--- src/rtl/mem_arbiter_if.sv ---
// mem_arbiter_if -- signal bundle for mem_arbiter.
// Carries the instruction-fetch port (i_*), the data port (d_*), the backing
// memory port (mem_*) and the fetch stall counter.
//   slave  : the arbiter's view (consumes requests and memory responses).
//   master : the environment's view (CPU front end plus backing memory).
interface mem_arbiter_if #(
  parameter int AW = 32,
  parameter int DW = 32
);
  // instruction fetch port
  logic          i_req_i;
  logic [AW-1:0] i_addr_i;
  logic          i_hit_o;
  logic [DW-1:0] i_rdata_o;
  // data port
  logic          d_req_i;
  logic          d_we_i;
  logic [AW-1:0] d_addr_i;
  logic [DW-1:0] d_wdata_i;
  logic          d_hit_o;
  logic [DW-1:0] d_rdata_o;
  // backing memory port
  logic          mem_req_o;
  logic          mem_we_o;
  logic [AW-1:0] mem_addr_o;
  logic [DW-1:0] mem_wdata_o;
  logic          mem_ready_i;
  logic [DW-1:0] mem_rdata_i;
  // fetch stall statistics
  logic [31:0]   stall_cnt_o;

  modport slave (
    input  i_req_i, i_addr_i,
    output i_hit_o, i_rdata_o,
    input  d_req_i, d_we_i, d_addr_i, d_wdata_i,
    output d_hit_o, d_rdata_o,
    output mem_req_o, mem_we_o, mem_addr_o, mem_wdata_o,
    input  mem_ready_i, mem_rdata_i,
    output stall_cnt_o
  );

  modport master (
    output i_req_i, i_addr_i,
    input  i_hit_o, i_rdata_o,
    output d_req_i, d_we_i, d_addr_i, d_wdata_i,
    input  d_hit_o, d_rdata_o,
    input  mem_req_o, mem_we_o, mem_addr_o, mem_wdata_o,
    output mem_ready_i, mem_rdata_i,
    input  stall_cnt_o
  );
endinterface

--- src/rtl/mem_arbiter.sv ---
// mem_arbiter -- shares one backing-memory port between an instruction fetch
// port and a data port, with a single-entry instruction buffer in front of
// the fetch path.
// Ports:
//   clk_i  : clock, all state changes on the rising edge
//   rst_ni : synchronous active-low reset
//   bus    : mem_arbiter_if.slave
//            i_req_i/i_addr_i -> i_hit_o/i_rdata_o   fetch (served from buffer)
//            d_req_i/d_we_i/d_addr_i/d_wdata_i -> d_hit_o/d_rdata_o
//            mem_req_o/mem_we_o/mem_addr_o/mem_wdata_o <- mem_ready_i/mem_rdata_i
//            stall_cnt_o : saturating count of fetch-miss cycles
// Data has fixed priority over fetch; one transaction is outstanding at a time
// and the memory may take any number of cycles to answer.
module mem_arbiter #(
  parameter int AW = 32,
  parameter int DW = 32
) (
  input  logic        clk_i,
  input  logic        rst_ni,
  mem_arbiter_if.slave bus
);

  typedef enum logic [1:0] {
    IDLE   = 2'd0,
    BUSY_I = 2'd1,
    BUSY_D = 2'd2
  } state_t;

  state_t        state;

  // single-entry instruction buffer
  logic          ibuf_valid;
  logic [AW-1:0] ibuf_addr;
  logic [DW-1:0] ibuf_data;

  // latched transaction driven straight onto the memory port
  logic          mem_req;
  logic          mem_we;
  logic [AW-1:0] mem_addr;
  logic [DW-1:0] mem_wdata;

  logic [31:0]   stall_cnt;

  logic          i_hit_raw;
  logic          fetch_miss;
  logic          d_done;
  logic          wr_hits_ibuf;

  assign i_hit_raw  = bus.i_req_i & ibuf_valid & (ibuf_addr == bus.i_addr_i);
  assign fetch_miss = bus.i_req_i & ~i_hit_raw;
  assign d_done     = (state == BUSY_D) & bus.mem_ready_i;

  // A completing store to the buffered word would leave stale code behind,
  // so it knocks the buffer out on the same edge (self-modifying code).
  assign wr_hits_ibuf = mem_we & ibuf_valid &
                        (mem_addr[AW-1:2] == ibuf_addr[AW-1:2]);

  always_ff @(posedge clk_i) begin
    if (!rst_ni) begin
      // Abandons any transaction in flight without waiting for the memory.
      state      <= IDLE;
      ibuf_valid <= 1'b0;
      ibuf_addr  <= '0;
      ibuf_data  <= '0;
      mem_req    <= 1'b0;
      mem_we     <= 1'b0;
      mem_addr   <= '0;
      mem_wdata  <= '0;
      stall_cnt  <= '0;
    end else begin
      if (fetch_miss && (stall_cnt != 32'hFFFF_FFFF)) begin
        stall_cnt <= stall_cnt + 32'd1;
      end

      case (state)
        IDLE: begin
          if (bus.d_req_i) begin
            state     <= BUSY_D;
            mem_req   <= 1'b1;
            mem_we    <= bus.d_we_i;
            mem_addr  <= bus.d_addr_i;
            mem_wdata <= bus.d_wdata_i;
          end else if (fetch_miss) begin
            state     <= BUSY_I;
            mem_req   <= 1'b1;
            mem_we    <= 1'b0;
            mem_addr  <= bus.i_addr_i;
            mem_wdata <= '0;
          end
        end

        BUSY_I: begin
          // The fill uses the latched address, so a redirect during the
          // fetch still completes and simply leaves the old line buffered.
          if (bus.mem_ready_i) begin
            state      <= IDLE;
            mem_req    <= 1'b0;
            ibuf_valid <= 1'b1;
            ibuf_addr  <= mem_addr;
            ibuf_data  <= bus.mem_rdata_i;
          end
        end

        BUSY_D: begin
          if (bus.mem_ready_i) begin
            state   <= IDLE;
            mem_req <= 1'b0;
            mem_we  <= 1'b0;
            if (wr_hits_ibuf) begin
              ibuf_valid <= 1'b0;
            end
          end
        end

        default: begin
          state   <= IDLE;
          mem_req <= 1'b0;
          mem_we  <= 1'b0;
        end
      endcase
    end
  end

  // Outputs are forced low while reset is held so nothing leaks out before
  // the first reset edge has cleared the registers.
  assign bus.i_hit_o     = rst_ni & i_hit_raw;
  assign bus.i_rdata_o   = rst_ni ? ibuf_data : '0;
  assign bus.d_hit_o     = rst_ni & d_done;
  assign bus.d_rdata_o   = (rst_ni && d_done && !mem_we) ? bus.mem_rdata_i : '0;
  assign bus.mem_req_o   = rst_ni & mem_req;
  assign bus.mem_we_o    = rst_ni & mem_we;
  assign bus.mem_addr_o  = rst_ni ? mem_addr : '0;
  assign bus.mem_wdata_o = rst_ni ? mem_wdata : '0;
  assign bus.stall_cnt_o = rst_ni ? stall_cnt : '0;

endmodule

--- src/flat_wrapper.sv ---
// flat-port wrapper written by rule: the top's interface ports become plain ports
module mem_arbiter_flat 
#(
  parameter int AW = 32,
  parameter int DW = 32
)
  (clk_i, rst_ni, bus_i_req_i, bus_i_addr_i, bus_i_hit_o, bus_i_rdata_o, bus_d_req_i, bus_d_we_i, bus_d_addr_i, bus_d_wdata_i, bus_d_hit_o, bus_d_rdata_o, bus_mem_req_o, bus_mem_we_o, bus_mem_addr_o, bus_mem_wdata_o, bus_mem_ready_i, bus_mem_rdata_i, bus_stall_cnt_o);
  mem_arbiter_if #(.AW(AW), .DW(DW)) bus_i ();
  input  logic clk_i;
  input  logic rst_ni;
  input wire logic [$bits(bus_i.i_req_i)-1:0] bus_i_req_i;
  input wire logic [$bits(bus_i.i_addr_i)-1:0] bus_i_addr_i;
  output wire logic [$bits(bus_i.i_hit_o)-1:0] bus_i_hit_o;
  output wire logic [$bits(bus_i.i_rdata_o)-1:0] bus_i_rdata_o;
  input wire logic [$bits(bus_i.d_req_i)-1:0] bus_d_req_i;
  input wire logic [$bits(bus_i.d_we_i)-1:0] bus_d_we_i;
  input wire logic [$bits(bus_i.d_addr_i)-1:0] bus_d_addr_i;
  input wire logic [$bits(bus_i.d_wdata_i)-1:0] bus_d_wdata_i;
  output wire logic [$bits(bus_i.d_hit_o)-1:0] bus_d_hit_o;
  output wire logic [$bits(bus_i.d_rdata_o)-1:0] bus_d_rdata_o;
  output wire logic [$bits(bus_i.mem_req_o)-1:0] bus_mem_req_o;
  output wire logic [$bits(bus_i.mem_we_o)-1:0] bus_mem_we_o;
  output wire logic [$bits(bus_i.mem_addr_o)-1:0] bus_mem_addr_o;
  output wire logic [$bits(bus_i.mem_wdata_o)-1:0] bus_mem_wdata_o;
  input wire logic [$bits(bus_i.mem_ready_i)-1:0] bus_mem_ready_i;
  input wire logic [$bits(bus_i.mem_rdata_i)-1:0] bus_mem_rdata_i;
  output wire logic [$bits(bus_i.stall_cnt_o)-1:0] bus_stall_cnt_o;
  assign bus_i.i_req_i = bus_i_req_i;
  assign bus_i.i_addr_i = bus_i_addr_i;
  assign bus_i_hit_o = bus_i.i_hit_o;
  assign bus_i_rdata_o = bus_i.i_rdata_o;
  assign bus_i.d_req_i = bus_d_req_i;
  assign bus_i.d_we_i = bus_d_we_i;
  assign bus_i.d_addr_i = bus_d_addr_i;
  assign bus_i.d_wdata_i = bus_d_wdata_i;
  assign bus_d_hit_o = bus_i.d_hit_o;
  assign bus_d_rdata_o = bus_i.d_rdata_o;
  assign bus_mem_req_o = bus_i.mem_req_o;
  assign bus_mem_we_o = bus_i.mem_we_o;
  assign bus_mem_addr_o = bus_i.mem_addr_o;
  assign bus_mem_wdata_o = bus_i.mem_wdata_o;
  assign bus_i.mem_ready_i = bus_mem_ready_i;
  assign bus_i.mem_rdata_i = bus_mem_rdata_i;
  assign bus_stall_cnt_o = bus_i.stall_cnt_o;
  mem_arbiter #(.AW(AW), .DW(DW)) u_core (.clk_i(clk_i), .rst_ni(rst_ni), .bus(bus_i));
endmodule
--- config.mk ---
export PLATFORM = sky130hd
export DESIGN_NAME = mem_arbiter_flat
export DESIGN_NICKNAME = d
export VERILOG_FILES = /design/src/rtl/mem_arbiter_if.sv /design/src/rtl/mem_arbiter.sv /design/src/flat_wrapper.sv
export SDC_FILE = /design/constraint.sdc
export NUM_CORES = 1
export LEC_CHECK = 0
export CAP_MARGIN = 10
export CORE_MARGIN = 2
export CORE_UTILIZATION = 23
export CTS_BUF_LIST = sky130_fd_sc_hd__clkbuf_2
export DETAILED_ROUTE_END_ITERATION = 16
export DONT_BUFFER_PORTS = 1
export SKIP_CTS_REPAIR_TIMING = 1
export SYNTH_ARGS = -nofsm -noshare
export SYNTH_HDL_FRONTEND = slang
export SYNTH_SLANG_ARGS = --single-unit
--- constraint.sdc ---
create_clock -name clk_i -period 3 [get_ports clk_i]
set_input_delay 0.3 -clock clk_i [delete_from_list [all_inputs] [get_ports clk_i]]
set_output_delay 0.3 -clock clk_i [all_outputs]
set_load 0.1 [all_outputs]
Word-level counts from Yosys, hierarchy flattened
Index checks and enable logic that the tools add are counted.

Word-level logic and storage cells: 69. Flip-flop bits (word level): 165. Input bits: 134.

Bitwise logic cells: 12. Reduce and logical (&&, ||, !) cells: 13. Equality and inequality tests: 10. $add $sub $neg: 1. Muxes and demuxes: 24.

Operators with widths (count): 32-bit two-way mux (9); 32-bit by 1-bit adder with 32-bit output (second input constant) (1); 32-bit equality test (1); 32-bit != test (second input constant) (1); 30-bit equality test (1); 1-bit bitwise AND (10); 1-bit two-way mux (8); 2-bit two-way mux (3); 2-bit AND reduction (3); 2-bit by 1-bit != test with 1-bit output (second input constant) (2); 2-bit != test (second input constant) (2); 1-bit case mux with 2 select lines (2); 2-bit case mux with 2 select lines (1); 4-bit AND reduction (1); 2-bit nonzero test (2); 1-bit logical AND (3); 3-bit by 2-bit != test with 1-bit output (second input constant) (1); 1-bit case mux with 3 select lines (1); 3-bit AND reduction (1); 2-bit by 1-bit equality test with 1-bit output (second input constant) (1); 2-bit equality test (second input constant) (1); 2-bit zero test (1); 1-bit NOT (2); 2-bit OR reduction (1); 1-bit zero test (1).

Longest topological paths before layout
Depth in word-level cells: 7. Mapped depth: 8.

Worst setup path after synthesis
No wires, ideal clock.

Path type: input-to-output. Start point: in rst_ni. End point: out bus_i_hit_o. Setup slack: -1.227 ns. Stages: 5. Arrival time: 3.927 ns. Cells stage by stage: clkbuf_1 -> inv_2 -> clkbuf_1 -> clkbuf_1 -> nor4_1.

Longest elaborated chain between the ends: 1.

Ends and longest elaborated chain: start, declared (RTL line flat_wrapper.sv:10) `input logic rst_ni;`; 1-bit bitwise AND (RTL line mem_arbiter.sv:126) `assign bus.i_hit_o = rst_ni & i_hit_raw;`; end, declared (RTL line flat_wrapper.sv:13) `output wire logic [$bits(bus_i.i_hit_o)-1:0] bus_i_hit_o;`.

No other way between the ends.

Final worst setup path
Start point: reg u_core.ibuf_addr[7]. End point: reg u_core.mem_wdata[2].

Longest elaborated chain between the ends: 6.

Ends and longest elaborated chain: start, declared (RTL line mem_arbiter.sv:33) `logic [AW-1:0] ibuf_addr;`; start signal, assigned (RTL line mem_arbiter.sv:99) `ibuf_addr <= mem_addr;`; 32-bit equality test (RTL line mem_arbiter.sv:49) `assign i_hit_raw = bus.i_req_i & ibuf_valid & (ibuf_addr == bus.i_addr_i);`; 1-bit bitwise AND (RTL line mem_arbiter.sv:49); 1-bit NOT (RTL line mem_arbiter.sv:50) `assign fetch_miss = bus.i_req_i & ~i_hit_raw;`; 1-bit bitwise AND (RTL line mem_arbiter.sv:50); 2-bit nonzero test (no source line); 2-bit AND reduction (no source line); end signal, assigned (RTL line mem_arbiter.sv:82) `mem_wdata <= bus.d_wdata_i;`; end, declared (RTL line mem_arbiter.sv:40) `logic [DW-1:0] mem_wdata;`.

No other way between the ends. A chain may end at the register's enable or synchronous reset.

==> flow_summary_export.csv <==
group,metric,value,unit
cts,cts_buffer_depth,2,
sta,rsz0062_at_grt,"yes",
flow_run,max_cap_viol_count,0,
layout,fin_cells,1715,
yosys,yosys_warnings,0,
global_routing,antenna_found_initial,4,
cts,cts_tree,"built",
status,status,"completed",
sta,hold_violations,0,
detailed_routing,final_antenna_net_count,0,
critical_path,endpoint_kind,"flop",
detailed_routing,drt_pre_antenna_iters,4,
power,cellLeakagePower,4.78,nW
global_routing,grt_usage,13.3,%
power,swShare,39.1,%
yosys,synthDistinctLibCells,50,
yosys,synth_ff_type,"dfxtp_1",
layout,synthToLayoutAreaGrowth,42.6,%
power,net-switching-power,1.99,mW
detailed_routing,route.detailed.drc,0,
power,max-vdd-ir-drop,239,uV
sta,totalNegativeSetupSlack,0,ns
sta,post-route-min-period,2.91,ns
place,hpwl,19.5,mm
cts,cts-root-buf,"clkbuf_2",
sta,drv_slew,0,
sta,slew_headroom,29.5,%
sta,max_freq,344,MHz
critical_path,critPathArrivalTime,3.71,ns
critical_path,crit_type,"reg -> reg",
global_routing,grt_max_degree,136,
detailed_routing,drtIter0Drc,399,
floorplanning,num_io_pins,298,
critical_path,ff2ff_path_depth,9,
cts,htreeDepth,4,
detailed_routing,wl_per_cell,18.2,um
critical_path,cp_data_required_time,3.80,ns
critical_path,r2r-start,"u_core.ibuf_addr[7]$_SDFFE_PN0P_",
sta,skew,0.0558,ns
critical_path,reg2reg_slack,0.09,ns
power,powerDensity,417,mW/mm2
critical_path,critPathLaunch,"u_core.ibuf_addr[7]$_SDFFE_PN0P_",
yosys,synth_nets,1153,
floorplanning,rows,70,
global_routing,grt_pass1_vias,6736,
layout,drive_gt1_share,14.5,%
place,placed_cells,1477,
detailed_routing,via_per_inst,4.72,
global_routing,grt_overflow,0,
cts,clk_pin_slew,0.31,ns
power,p_clk_share,24.3,%
yosys,synth_edf_count,0,
floorplanning,die_w,197,um
floorplanning,initial_core_util,23.3,%
power,p_int,3.09,mW
yosys,syn_inst,1015,
hold_path,hp-class,"in -> reg",
yosys,async_flop_share,0,%
critical_path,cp-endpoint,"u_core.mem_wdata[2]$_SDFFE_PN0P_",
layout,fin_nets,1370,
cts,cts_buffers,17,
power,p_seq_share,47.3,%
detailed_routing,via_count,8091,
detailed_routing,wirelength,31.2,mm
cts,clock_latency,0.85,ns
global_routing,grt_pass1_wl,39.3,mm
critical_path,critPathMaxFanout,39,
floorplanning,core_region_area,0.0366,mm2
power,combPwrFrac,28.4,%
sta,final-setup-viol-count,0,
floorplanning,dieArea,0.0387,mm2
yosys,yosysSeqAreaShare,38.7,%
cts,cts_num_sinks,165,
sta,worst_pin_slew,1.06,ns
yosys,avgSynthCellArea,8.41,um2
place,gp_congestion,0.822,
critical_path,r2r-end,"u_core.mem_wdata[2]$_SDFFE_PN0P_",
sta,period_share,97.0,%
critical_path,cp-start-kind,"flop",
yosys,synth_area,0.00853,mm2
floorplanning,die_y,197,um
place,numPortBuffers,0,
yosys,synth_seq_cells,165,
## Yosys cell counts, types with 9 or more instances
master	number	share of area [%]
nand2_1	147	6.5
nor4_1	21	1.5
mux2i_1	32	3.8
nand4_1	15	1.1
clkbuf_1	44	1.9
mux2_2	43	5.7
o31ai_1	9	0.79
buf_1	13	0.57
and2_1	161	12
a21oi_1	80	4.7
nor2_1	64	2.8
xnor2_1	25	2.6
nand3_1	20	1.2
a22o_1	32	3.3
xor2_1	36	3.7
nor3_1	18	1.1
buf_2	9	0.53
mux2_1	10	1.3
dfxtp_1	165	39
## how the worst min path moves through the flow
stage / startpoint / to / slack [ns] / cells after the start
CTS: bus_mem_rdata_i[0] / u_core.ibuf_data[0]$_SDFFE_PN0P_ / -0.60 / 2
global placement: bus_d_wdata_i[30] / u_core.mem_wdata[30]$_SDFFE_PN0P_ / 0.43 / 1
finish: bus_d_wdata_i[26] / u_core.mem_wdata[26]$_SDFFE_PN0P_ / 0.11 / 2
floorplan: bus_d_wdata_i[10] / u_core.mem_wdata[10]$_SDFFE_PN0P_ / 0.43 / 1
detailed placement: bus_d_wdata_i[5] / u_core.mem_wdata[5]$_SDFFE_PN0P_ / 0.43 / 1
global route: bus_d_wdata_i[26] / u_core.mem_wdata[26]$_SDFFE_PN0P_ / 0.002 / 2
## power groups by stage
stage                     Sequential (mW)  Clock [mW]  Combinational (mW)
after detailed placement             2.44           0                1.15
final                                2.40        1.23                1.44
after CTS                            2.40        1.30                1.16
after global placement               2.44           0                1.14
after global routing                 2.42        1.39                1.52
after floorplan                      2.41           0               0.992
## critical path, stage by stage (launching register included)
cell and delay [ns]:
dfxtp_2 0.40, xor2_1 0.17, nor4_1 0.30, nand4_1 0.24, buf_4 0.21, o31a_1 0.33, o21ai_4 0.18, buf_12 0.25
a22o_1 0.20, dlygate4sd3_1 0.56
## through the flow
stage | util (%) | worst slack, ns | cell area [um2] | power, mW | hold WS (ns)
detailed placement | 26.7 | 0.515 | 9790 | 3.59 | 0.429
finish | 33.2 | 0.0902 | 12200 | 5.08 | 0.115
CTS | 27.4 | -0.0703 | 10000 | 4.86 | -0.598
global placement | 26.7 | 0.547 | 9790 | 3.58 | 0.427
global route | 33.2 | -0.0185 | 12200 | 5.33 | 0.00202
floorplan | - | 0.0206 | 8550 | 3.40 | 0.426
## sequential cells by signal (all words and copies together), names as in the netlist
name / count
u_core.mem_we: 1
u_core.ibuf_valid: 1
u_core.mem_req: 1
u_core.stall_cnt: 32
u_core.ibuf_data: 32
u_core.state: 2
u_core.mem_addr: 32
u_core.mem_wdata: 32
u_core.ibuf_addr: 32
## logic make-up (layout without fill, tap and decap cells)
kind of cell	count (synthesis)	in the layout	share of synthesized area [%]
AOI/OAI and AO/OA	133	133	9.83
xor gates and xnor gates	61	61	6.26
adders and majority gates	4	4	0.587
buffers and inverters	79	309	3.89
DFF	165	165	38.7
muxes	86	86	10.9
other	0	2	0
and+or+nand+nor	487	487	29.8
## routing by layer
metal  up-vias  wire length (um)  GRT usage, %
li1       3888                 -             -
met1      3899             12900          16.1
met2       263             15600          22.4
met3        39              2040          4.47
met4         2               632          3.56
met5         -                13             0
## cells in the final DEF (no fill, tap or decap), types with 9 or more instances in the layout
cell type / n
a21oi_1: 80
a22o_1: 32
and2_1: 160
buf_12: 39
buf_4: 32
clkbuf_2: 18
dfxtp_1: 157
dlygate4sd3_1: 192
mux2_1: 10
mux2_2: 43
mux2i_1: 32
nand2_1: 146
nand3_1: 20
nand4_1: 15
nor2_1: 63
nor3_1: 18
nor4_1: 19
o31ai_1: 9
xnor2_1: 25
xor2_1: 36
## final cells by class
type	instances	area, um2
fill	3732	24400
multi-input combinational	771	4950
sequential	165	3310
timing repair buffer	268	3040
tap	468	586
clock inverter	14	143
clock buffer	18	90.1
inverter	9	36.3
antenna	2	5.00
No activity file was read; power rests on OpenSTA's default activity.
